**config.mk**
```make
export PLATFORM = sky130hd
export DESIGN_NAME = cordic_rotator
export DESIGN_NICKNAME = d
export VERILOG_FILES = /design/src/rtl/cordic_rotator.sv
export SDC_FILE = /design/constraint.sdc
export NUM_CORES = 1
export LEC_CHECK = 0
export ABC_CLOCK_PERIOD_IN_PS = 8200
export BUFFER_PORTS_ARGS = -buffer_cell sky130_fd_sc_hd__buf_4
export CORE_MARGIN = 8
export CORE_UTILIZATION = 46
export CTS_CLUSTER_SIZE = 16
export DETAILED_ROUTE_END_ITERATION = 6
export PLACE_DENSITY = 0.67
export REMOVE_ABC_BUFFERS = 1
export SETUP_SLACK_MARGIN = 0.5
export SYNTH_ARGS = -nofsm -noshare
export SYNTH_HDL_FRONTEND = slang
export SYNTH_SLANG_ARGS = --single-unit
```
**constraint.sdc**
```tcl
create_clock -name clk -period 8.2 [get_ports clk]
set_input_delay 1.23 -clock clk [delete_from_list [all_inputs] [get_ports clk]]
set_output_delay 1.23 -clock clk [all_outputs]
set_load 0.03 [all_outputs]
```
**src/rtl/cordic_rotator.sv**
```systemverilog
// Iterative CORDIC rotator in rotation mode.
// One micro-rotation per clock; the arctangent table lives outside the block
// and is addressed through lut_index / lut_angle in the same cycle.
// ITER must lie in 1..17 to match the 17-entry arctangent table.
// The caller pre-scales x_in by 1/K. No gain compensation is applied here.
module cordic_rotator #(
   parameter int WIDTH = 18,
   parameter int ITER  = 17
) (
   input  logic             clk,
   input  logic             rst_n,
   input  logic             start,
   input  logic [WIDTH-1:0] x_in,
   input  logic [WIDTH-1:0] y_in,
   input  logic [WIDTH-1:0] z_in,
   output logic [4:0]       lut_index,
   input  logic [WIDTH-1:0] lut_angle,
   output logic             busy,
   output logic             done,
   output logic [WIDTH-1:0] x_out,
   output logic [WIDTH-1:0] y_out,
   output logic [WIDTH-1:0] z_out
);

   typedef enum logic [1:0] {
      ST_IDLE,
      ST_ROTATE,
      ST_DONE
   } state_t;

   localparam logic [4:0] LAST_ITER = 5'(ITER - 1);

   state_t                  state_q, state_d;
   logic [4:0]              cnt_q, cnt_d;
   logic signed [WIDTH-1:0] x_q, x_d;
   logic signed [WIDTH-1:0] y_q, y_d;
   logic signed [WIDTH-1:0] z_q, z_d;

   // One micro-rotation worth of datapath, derived from the working registers.
   logic signed [WIDTH-1:0] x_shift;
   logic signed [WIDTH-1:0] y_shift;
   logic signed [WIDTH-1:0] angle;
   logic                    rot_pos;
   logic signed [WIDTH-1:0] x_rot;
   logic signed [WIDTH-1:0] y_rot;
   logic signed [WIDTH-1:0] z_rot;

   // Micro-rotation: direction follows the sign of the residual angle; all sums wrap.
   always_comb begin
      x_shift = x_q >>> cnt_q;
      y_shift = y_q >>> cnt_q;
      angle   = $signed(lut_angle);
      rot_pos = ~z_q[WIDTH-1];
      if (rot_pos) begin
         x_rot = x_q - y_shift;
         y_rot = y_q + x_shift;
         z_rot = z_q - angle;
      end else begin
         x_rot = x_q + y_shift;
         y_rot = y_q - x_shift;
         z_rot = z_q + angle;
      end
   end

   // Next-state and register-update logic for the IDLE -> ROTATE -> DONE sequence.
   always_comb begin
      // NOTE: every signal gets a default first so no path leaves it unassigned (no latch).
      state_d = state_q;
      cnt_d   = cnt_q;
      x_d     = x_q;
      y_d     = y_q;
      z_d     = z_q;
      unique case (state_q)
         ST_IDLE: begin
            if (start) begin
               state_d = ST_ROTATE;
               cnt_d   = '0;
               x_d     = $signed(x_in);
               y_d     = $signed(y_in);
               z_d     = $signed(z_in);
            end
         end
         ST_ROTATE: begin
            x_d = x_rot;
            y_d = y_rot;
            z_d = z_rot;
            if (cnt_q == LAST_ITER) begin
               state_d = ST_DONE;
               cnt_d   = '0;
            end else begin
               cnt_d = cnt_q + 5'd1;
            end
         end
         ST_DONE: begin
            // Results stay in x/y/z until the next accepted start.
            state_d = ST_IDLE;
         end
         default: begin
            state_d = ST_IDLE;
         end
      endcase
   end

   // State and working registers with synchronous active-low reset.
   always_ff @(posedge clk) begin
      // NOTE: sequential state uses non-blocking assignments so every flop samples pre-edge values.
      if (!rst_n) begin
         state_q <= ST_IDLE;
         cnt_q   <= '0;
         x_q     <= '0;
         y_q     <= '0;
         z_q     <= '0;
      end else begin
         state_q <= state_d;
         cnt_q   <= cnt_d;
         x_q     <= x_d;
         y_q     <= y_d;
         z_q     <= z_d;
      end
   end

   assign busy      = (state_q == ST_ROTATE);
   assign done      = (state_q == ST_DONE);
   assign lut_index = busy ? cnt_q : 5'd0;
   assign x_out     = x_q;
   assign y_out     = y_q;
   assign z_out     = z_q;

endmodule
```
==> flow_summary.ini, run 1 <==
[run_status]
status = finished clean

[power_and_ir_drop]
p_comb_share_pct = 62.2
p_clk_share_pct = 18.1
power.total_mw = 2.26
netSwitchingFraction_pct = 46.5
power_leakage_nw = 4.08
vdd_drop_max_mv = 0.108
seqPwrFrac_pct = 19.7
power_density_nw_per_um2 = 239
p_int_mw = 1.21
p_sw_mw = 1.05

[yosys]
synth_xor_area_share_pct = 8.93
synthAdderAreaFrac_pct = 9.46
ys_seq_area_share_pct = 15.2
synth_compound_area_share_pct = 23.9
synth_cell_types = 86
synthFlopType = dfxtp_1
synthMuxAreaShare_pct = 15.0
yosys.area_share.simple_pct = 22.5
synth_top_family_by_area = compound AO/OA/AOI/OAI gates
synthCells = 1047
async_flop_share_pct = 0
netlist_area_um2 = 8040
synth_warnings = 0
synth-seq-cells = 61
syn_area_per_cell_um2 = 7.68
synth_edf_count = 0

[worst_setup_path]
path_max_fanout = 29
r2r_cells = 20
required_ns = 8.43
critPathCaptureType = register
ff2ff_setup_slack_ns = 2.29
startpoint_type = register
timing.rr.end = x_out[17]
critPathLaunch = cnt_q[1]
arrival_ns = 6.14
path_class = reg -> reg
reg2reg_from = cnt_q[1]

[min_path]
min_to = z_out[0]
hp-class = reg -> reg
hp-start = z_out[0]
holdPathStages = 2

[route]
drtAntennaViolNets = 0
viasPerCell = 6.15
dr.pass1.iters = 6
drc = 0
drt_wl_total_mm = 26.9
drtIter0Drc = 706
vias = 8428
wl_per_cell_um = 19.6

[clock_network]
cts_resized = 0
cts_buffers = 9
cts_sinks = 61
postCtsSetupRepairBufs = 0
clockRootBuffer = clkbuf_16
cts.hold.buffers_added = 0
h-tree-depth = 3
cts.clk_slew.worst_paths_ns = 0.06
worstSkewPairLatency_ns = 0.35
cts_max_path_buffers = 2
cts_tree = built

[sta]
maxSlewHeadroom_pct = 31.9
hold_violations = 0
skew_ns = 0.00898
setup_viol = 0
tns_ns = 0
setup_slack_ns = 2.29
period_minus_slack_ns = 5.91
drv_slew = 0
post-route-period-util_pct = 72.1
fmax_mhz = 169
worst_pin_slew_ns = 1.02
grt_setup_unrepaired = no

[grt]
grt_overflow = 0
grt_usage_pct = 24.0
grt_max_degree = 61
antenna_found_initial = 1
grt_pass1_vias = 8034
grt_pass1_wl_mm = 42.6

[layout]
antenna_cells = 0
final_cells = 1371
layout.nets = 1275
nFillCells = 1711
drive_gt1_share_pct = 20.5
area_growth_syn_to_layout_pct = 17.7

[placed_design]
placedCellCount = 1355
post-dp-hpwl_mm = 20.0
gp_congestion = 0.991
io_buffers = 135
pre_cts_ws_ns = 2.38

[floorplanning]
die_w_um = 148
io_pins = 136
core_area_um2 = 17200
num_rows = 48
fp.dieH_um = 148
initial_core_util_pct = 46.8
dieArea_um2 = 22000

[flow_run]
cap_violations = 0
## registers in the layout, indices dropped and copies added, names as in the netlist
name,flops
y_out,18
z_out,18
x_out,18
cnt_q,5
state_q,2
## kinds of logic after synthesis
kind of cell | count (synthesis)
adder cells (fa/ha/maj) | 59
AO/OA/AOI/OAI | 280
buffers and inverters | 92
XOR/XNOR | 82
AND/OR/NAND/NOR | 399
multiplexers | 74
flip-flops | 61
## worst max-delay path by stage
stage / cells past startpoint / to / slack [ns]
2_1_floorplan: 16 / x_out[16] / 1.95
3_3_place_gp: 20 / x_out[17] / 2.50
3_5_place_dp: 20 / x_out[17] / 2.38
4_1_cts: 20 / x_out[17] / 2.35
5_1_grt: 20 / x_out[17] / 1.82
6_report: 20 / x_out[17] / 2.29
## worst max-delay path: stages (launching register included)
cell       delay (ns)
dfxtp_2          0.78
buf_4            0.34
mux4_1           0.60
mux2i_1          0.47
o32a_1           0.27
and2_1           0.17
ha_1             0.19
nand4_1          0.15
nor3_2           0.44
nor3_1           0.11
a31oi_1          0.18
o21ai_0          0.12
ha_1             0.37
and4_1           0.25
and3_1           0.18
a21oi_1          0.10
o21ai_0          0.12
o41a_1           0.35
a31oi_1          0.22
nor3_1           0.07
a2111oi_1        0.31
## per-stage QoR
step           hold slack, ns  cell area [um^2]  util (%)
2_1_floorplan           0.559              7740         -
3_3_place_gp            0.491              9150      53.3
3_5_place_dp            0.500              9150      53.3
4_1_cts                 0.508              9460      55.1
5_1_grt                 0.535              9460      55.1
6_report                0.507              9460      55.1
## power groups by stage
stage / clock, mW / sequential (mW) / combinational, mW
final: 0.409 / 0.444 / 1.41
after global routing: 0.428 / 0.452 / 1.54
after CTS: 0.415 / 0.442 / 1.40
after detailed placement: 0 / 0.448 / 1.39
after global placement: 0 / 0.448 / 1.38
after floorplan: 0 / 0.497 / 0.978
## cells in the final DEF, fill, tap and decap left out, types with 10 or more instances in the layout
cell      count
xor2_1       44
buf_4       148
o21ai_0      36
a21oi_1      79
ha_1         56
nand2_1     147
and3_1       18
dfxtp_1      58
nor3_1       26
mux2i_1      27
nor2b_1      10
inv_1        23
nor2_1      129
a31oi_1      20
xnor2_1      38
a311oi_1     28
nand3_1      22
a21o_1       19
mux4_2       32
mux2_2       11
## Yosys cell counts (3+ instances only)
master / count / area [um^2]
nor2b_1: 11 / 68.8
a21oi_1: 79 / 395
xnor2_1: 38 / 333
inv_1: 23 / 86.3
buf_6: 5 / 56.3
nand4_1: 4 / 25.0
nor2_1: 130 / 488
buf_2: 6 / 30.0
fa_1: 3 / 60.1
o31a_1: 3 / 26.3
nor3_1: 26 / 130
buf_1: 6 / 22.5
a211oi_1: 6 / 45.0
a311oi_1: 28 / 245
or3_1: 3 / 18.8
nand3_1: 22 / 110
mux4_1: 3 / 78.8
o21a_1: 6 / 45.0
nand2_1: 148 / 556
a21o_1: 19 / 143
and3_1: 18 / 113
o31ai_1: 5 / 37.5
mux2_2: 11 / 124
o21ai_0: 36 / 180
dfxtp_1: 61 / 1220
o22ai_1: 7 / 43.8
a41oi_1: 3 / 26.3
mux4_2: 32 / 721
mux2i_1: 27 / 270
ha_1: 56 / 701
a31oi_1: 20 / 125
nand2b_1: 3 / 18.8
or2_2: 4 / 25.0
nor3b_1: 4 / 30.0
o21bai_1: 7 / 52.6
xor2_1: 44 / 385
and2_1: 5 / 31.3
clkbuf_1: 46 / 173
o221a_2: 3 / 33.8
a221oi_1: 8 / 70.1
a22oi_1: 4 / 30.0
nor4_1: 5 / 31.3
o211ai_1: 9 / 67.6
## cell type report
cell class	count	area, um^2	area share [%]
clock inverter	5	58.8	0.621
inverter	27	101	1.07
tap	225	282	2.97
timing repair buffer	148	1110	11.7
sequential	61	1220	12.9
multi-input combinational	894	6430	68.0
clock buffer	11	253	2.67
## per-layer routing
layer	wire length, um	global-route usage (%)
met1	11700	30.9
met2	12200	38.9
met3	2400	5.89
met4	502	7.04
met5	13	0
(Power assumes the default switching activity.)
==> inputs of run 2 (changes only) <==
- ABC_AREA: not set -> 1
- ABC_CLOCK_PERIOD_IN_PS: 8200 -> 6160
- PLACE_DENSITY: 0.67 -> 0.68
- clock period: 8.2 -> 6.16 ns (I/O delays scaled with it)
==> run 2 against run 1 <==
Net effect:
- sequential power grew 21%
- fmax is 30% higher
- clock-buffer cell count rose by 2
- cell area down 3.3%
- clock skew grew 0.00066 ns
- clock power rose by 16%
- area after synthesis is 2.9% lower
- critical path depth rose by 5
- total power rose by 24%
- worst setup slack lost 0.68 ns
- core utilization up 0.11 points
- sequential cell count did not move
==> flow_summary.ini, run 2 <==
[layout]
area_growth_syn_to_layout_pct = 17.3
multi_input_area_um2 = 5940
antenna_cells = 0
drive_gt1_share_pct = 13.1
utilization_pct = 55.2
nFillCells = 1759
layout.nets = 1566
mostFrequentLayoutCells = 362 x nand2_1, 159 x nand3_1, 147 x buf_4, 143 x nor2_1, 127 x a21oi_1
final_common_cell = nand2_1
final_cells = 1656
register_area_um2 = 1220

[sta]
period_minus_slack_ns = 4.55
skew_ns = 0.00964
maxSlewHeadroom_pct = 43.0
post-route-period-util_pct = 73.9
grt_setup_unrepaired = no
tns_ns = 0
setup_slack_ns = 1.61
worst_pin_slew_ns = 0.856
drv_slew = 0
setup_viol = 0
fmax_mhz = 220
hold_violations = 0

[clock_network]
postCtsSetupRepairBufs = 0
cts_resized = 0
cts.hold.buffers_added = 0
worstSkewPairLatency_ns = 0.34
cts_tree = built
cts_max_path_buffers = 2
h-tree-depth = 3
cts_buffers = 9
cts.clk_slew.worst_paths_ns = 0.05
cts_sinks = 61
clockRootBuffer = clkbuf_16

[run_status]
status = finished clean

[yosys]
synthFlopType = dfxtp_1
synth_edf_count = 0
netlist_top_cells_count = 362 x nand2_1, 159 x nand3_1, 146 x nor2_1
yosys.area.top_type = nand2_1
synth-seq-cells = 61
netlist.area_leader.share_pct = 17.4
synth_cell_types = 46
syn_area_per_cell_um2 = 5.84
ys_seq_area_share_pct = 15.6
netlist_area_um2 = 7810
synth.area.top_cells = nand2_1 17%, dfxtp_1 16%, nand3_1 10%, ha_1 9.0%, a21oi_1 8.1%
yosysMostFrequentCell = nand2_1
async_flop_share_pct = 0
synth_warnings = 0
synthCells = 1336

[worst_setup_path]
startpoint_type = register
required_ns = 6.35
path_max_fanout = 36
cp_common_cell = nand2_1
max_stage_delay_ns = 0.50
arrival_ns = 4.74
critPathCaptureType = register
crit_slowest_cell = inv_2
path_class = reg -> reg

[route]
vias = 9196
dr.pass1.iters = 7
drc = 0
drtIter0Drc = 823
wl_per_cell_um = 16.4
drt_wl_total_mm = 27.1
viasPerCell = 5.55
drtAntennaViolNets = 0

[power_and_ir_drop]
power_density_nw_per_um2 = 307
power_leakage_nw = 4.56
power.total_mw = 2.81
vdd_drop_max_mv = 0.141

[placed_design]
pre_cts_ws_ns = 1.67
io_buffers = 135
gp_congestion = 0.918
placedCellCount = 1641
post-dp-hpwl_mm = 20.5

[grt]
grt_pass1_wl_mm = 43.6
grt_pass1_vias = 8507
grt_usage_pct = 24.6
grt_overflow = 0
grt_max_degree = 83
antenna_found_initial = 0

[min_path]
hp-class = reg -> reg

[floorplanning]
num_rows = 47
fp.dieH_um = 146
dieArea_um2 = 21400
initial_core_util_pct = 47.1
die_w_um = 146
io_pins = 136
core_area_um2 = 16600

[flow_run]
cap_violations = 0
[run 2: cell types whose count changed after synthesis, moves of 16 or more]
| cell | delta |
|---|---|
| a21o_1 | -16 |
| a21oi_1 | +48 |
| a311oi_1 | -28 |
| a31oi_1 | -16 |
| and3_1 | -17 |
| inv_1 | +66 |
| mux2i_1 | -27 |
| mux4_2 | -32 |
| nand2_1 | +214 |
| nand3_1 | +137 |
| nor2_1 | +16 |
| o21ai_0 | +56 |
[run 2: final cells by class]
type,count,area share (%)
sequential,61,13.3
clock inverter,2,0.109
timing repair buffer,147,12.1
multi-input combinational,1119,64.9
tap,220,3.01
clock buffer,13,2.73
inverter,94,3.88
[run 2: stage by stage]
stage | hold slack, ns | cell area [um^2]
global placement | 0.482 | 8900
global route | 0.520 | 9160
floorplan | 0.506 | 7500
finish | 0.494 | 9160
CTS | 0.495 | 9160
detailed placement | 0.483 | 8900
[run 2: worst paths after layout]
check	start	end	slack, ns	depth (start not counted)
max	cnt_q[2]	y_out[17]	1.61	25
min	z_out[4]	z_out[4]	0.49	2
max reg2reg	cnt_q[2]	y_out[17]	1.61	25
min reg2reg	z_out[4]	z_out[4]	0.49	2
[run 2: worst max-delay path, delay by kind of cell (launching register included)]
| kind | cells | cell delay, ns |
|---|---|---|
| compound gates | 5 | 1.02 |
| xor+xnor | 1 | 0.15 |
| fa+ha+maj | 2 | 0.54 |
| buf+inv | 4 | 0.88 |
| flops | 1 | 0.29 |
| simple gates | 13 | 1.52 |
[run 2: power breakdown]
| part | internal (mW) | switching (mW) | leakage [nW] | total [mW] |
|---|---|---|---|---|
| clock | 0.280 | 0.194 | 0.129 | 0.474 |
| combinational | 0.669 | 1.13 | 3.93 | 1.80 |
| sequential | 0.447 | 0.0888 | 0.504 | 0.536 |
| total | 1.40 | 1.42 | 4.56 | 2.81 |
[run 2: layer usage]
metal / GRT usage, % / routed length, um
met3: 4.67 / 1880
met2: 40.3 / 12200
met4: 9.02 / 820
met1: 31.5 / 12200
met5: 0 / 0
[run 2: cells by family (layout without fill, tap and decap cells)]
| kind of cell | Yosys count | after routing | share of synthesized area [%] |
|---|---|---|---|
| and+or+nand+nor | 708 | 708 | 38.0 |
| AOI/OAI and AO/OA | 278 | 278 | 19.8 |
| buffers and inverters | 156 | 256 | 8.49 |
| xor gates and xnor gates | 74 | 74 | 8.30 |
| DFF | 61 | 61 | 15.6 |
| adders and majority gates | 59 | 59 | 9.74 |
==> inputs of run 3 (changes only) <==
- ABC_CLOCK_PERIOD_IN_PS: 6160 -> 4100
- PLACE_DENSITY: 0.68 -> 0.7
- clock period: 6.16 -> 4.1 ns (I/O delays scaled with it)
==> run 3 against run 2 <==
Net effect:
- sequential share of layout area down 2.0 points
- clock skew down 0.0024 ns
- via count up 7.4%
- cell area up 19%
- core utilization up 10 points
- worst setup slack worse by 1.4 ns
- sequential cell count unchanged
- die area unchanged
- non-clock buffer count up 78
- clock-buffer cell count down 2
==> flow_summary.ini, run 3 (synthesis results as in run 2) <==
[placed_design]
io_buffers = 135
placedCellCount = 1682
post-dp-hpwl_mm = 21.2
gp_congestion = 0.962
pre_cts_ws_ns = -0.0395

[floorplanning]
fp.dieH_um = 146
initial_core_util_pct = 47.1
dieArea_um2 = 21400
io_pins = 136
die_w_um = 146
num_rows = 47
core_area_um2 = 16600

[worst_setup_path]
critPathCaptureType = register
arrival_ns = 4.05
required_ns = 4.30
crit_slowest_cell = dfxtp_4
startpoint_type = register
path_class = reg -> reg
max_stage_delay_ns = 0.37
cp_common_cell = nand2_1
path_max_fanout = 5

[sta]
worst_pin_slew_ns = 0.877
skew_ns = 0.00723
maxSlewHeadroom_pct = 41.5
fmax_mhz = 260
hold_violations = 0
grt_setup_unrepaired = yes
whs_ns = 0.495
drv_slew = 0
post-route-period-util_pct = 93.8
period_minus_slack_ns = 3.85
setup_slack_ns = 0.253
setup_viol = 0

[route]
drt_wl_total_mm = 30.0
drtAntennaViolNets = 0
drc = 0
drtIter0Drc = 776
dr.pass1.iters = 5
wl_per_cell_um = 17.3
vias = 9880
viasPerCell = 5.70

[flow_run]
cap_violations = 0

[grt]
grt_max_degree = 83
grt_usage_pct = 25.7
grt_pass1_vias = 9023
antenna_found_initial = 0
grt_overflow = 0
grt_pass1_wl_mm = 45.6

[clock_network]
cts_buffers = 9
cts.clk_slew.worst_paths_ns = 0.06
cts_tree = built
cts_sinks = 61
worstSkewPairLatency_ns = 0.35
h-tree-depth = 3
cts_max_path_buffers = 2
clockRootBuffer = clkbuf_16

[power_and_ir_drop]
vdd_drop_max_mv = 0.258
power_leakage_nw = 5.33
power_density_nw_per_um2 = 479

[layout]
antenna_cells = 0
mostFrequentLayoutCells = 306 x nand2_1, 208 x buf_4, 126 x nor2_1, 117 x nand3_1, 107 x a21oi_1
utilization_pct = 65.5
final_common_cell = nand2_1
layout.nets = 1644
drive_gt1_share_pct = 29.7
area_growth_syn_to_layout_pct = 39.1
final_cells = 1734

[run_status]
status = finished clean

[min_path]
hp-class = reg -> reg
==> run 3: cell types whose count changed in the layout (fill, tap and decap cells not counted), sizes merged <==
cell	previous run	this run
clkinvlp	0	1
bufinv	0	2
clkinv	3	2
buf	147	222
clkbuf	13	14
==> run 3: final cells by class <==
type / instances / area [um^2]
well taps: 220 / 275
clock inverters: 4 / 72.6
inverters: 94 / 379
multi-input cells: 1119 / 6820
flip-flops and latches: 61 / 1230
clock buffers: 11 / 243
fillers: 1576 / 5730
repair buffers: 225 / 1840
==> run 3: routing by layer <==
metal	global-route usage [%]	part of all wire, %	vias to the layer above
met2	43.5	47	426
met4	9.43	3.1	0
li1	-	-	4833
met1	31.9	42	4555
met3	4.51	7.4	66
met5	0	0	-
==> run 3: worst max-delay path, delay by kind of cell, from the launching register on <==
family,cells,cell delay (ns)
simple gates,16,1.43
compound gates,5,0.63
buf+inv,5,0.59
fa+ha+maj,2,0.51
flops,1,0.37
xor+xnor,1,0.15
==> run 3: timing repair <==
item,4_1_cts,5_1_grt
setup endpoints to repair,20,26
pin swaps,13,81
hold buffers,0,0
resized for setup,62,210
gates cloned,0,3
setup buffers,7,27
==> run 3: worst paths after layout <==
| path | start | to | slack [ns] | cells after the start |
|---|---|---|---|---|
| worst max-delay path | cnt_q[0] | y_out[17] | 0.25 | 29 |
| worst min-delay path | z_out[9] | z_out[9] | 0.50 | 2 |
| worst max register to register | cnt_q[0] | y_out[17] | 0.25 | 29 |
| worst min register to register | z_out[9] | z_out[9] | 0.50 | 2 |
==> run 3: metrics by stage <==
step                      TNS, ns  instance area (um^2)  total power, mW
after floorplan            -76.66                  7500             2.79
after global placement          0                  9230             3.62
after detailed placement  -0.0831                  9230             3.63
after CTS                       0                  9770             4.65
after global routing      -0.0471                 10900             5.55
final                           0                 10900             5.20
==> run 3: power by group <==
group / switching [mW] / total, mW / internal (mW) / leakage (nW)
Combinational: 2.11 / 3.55 / 1.44 / 4.67
Sequential: 0.129 / 0.800 / 0.671 / 0.506
Clock: 0.307 / 0.852 / 0.545 / 0.152
Total: 2.54 / 5.20 / 2.66 / 5.33
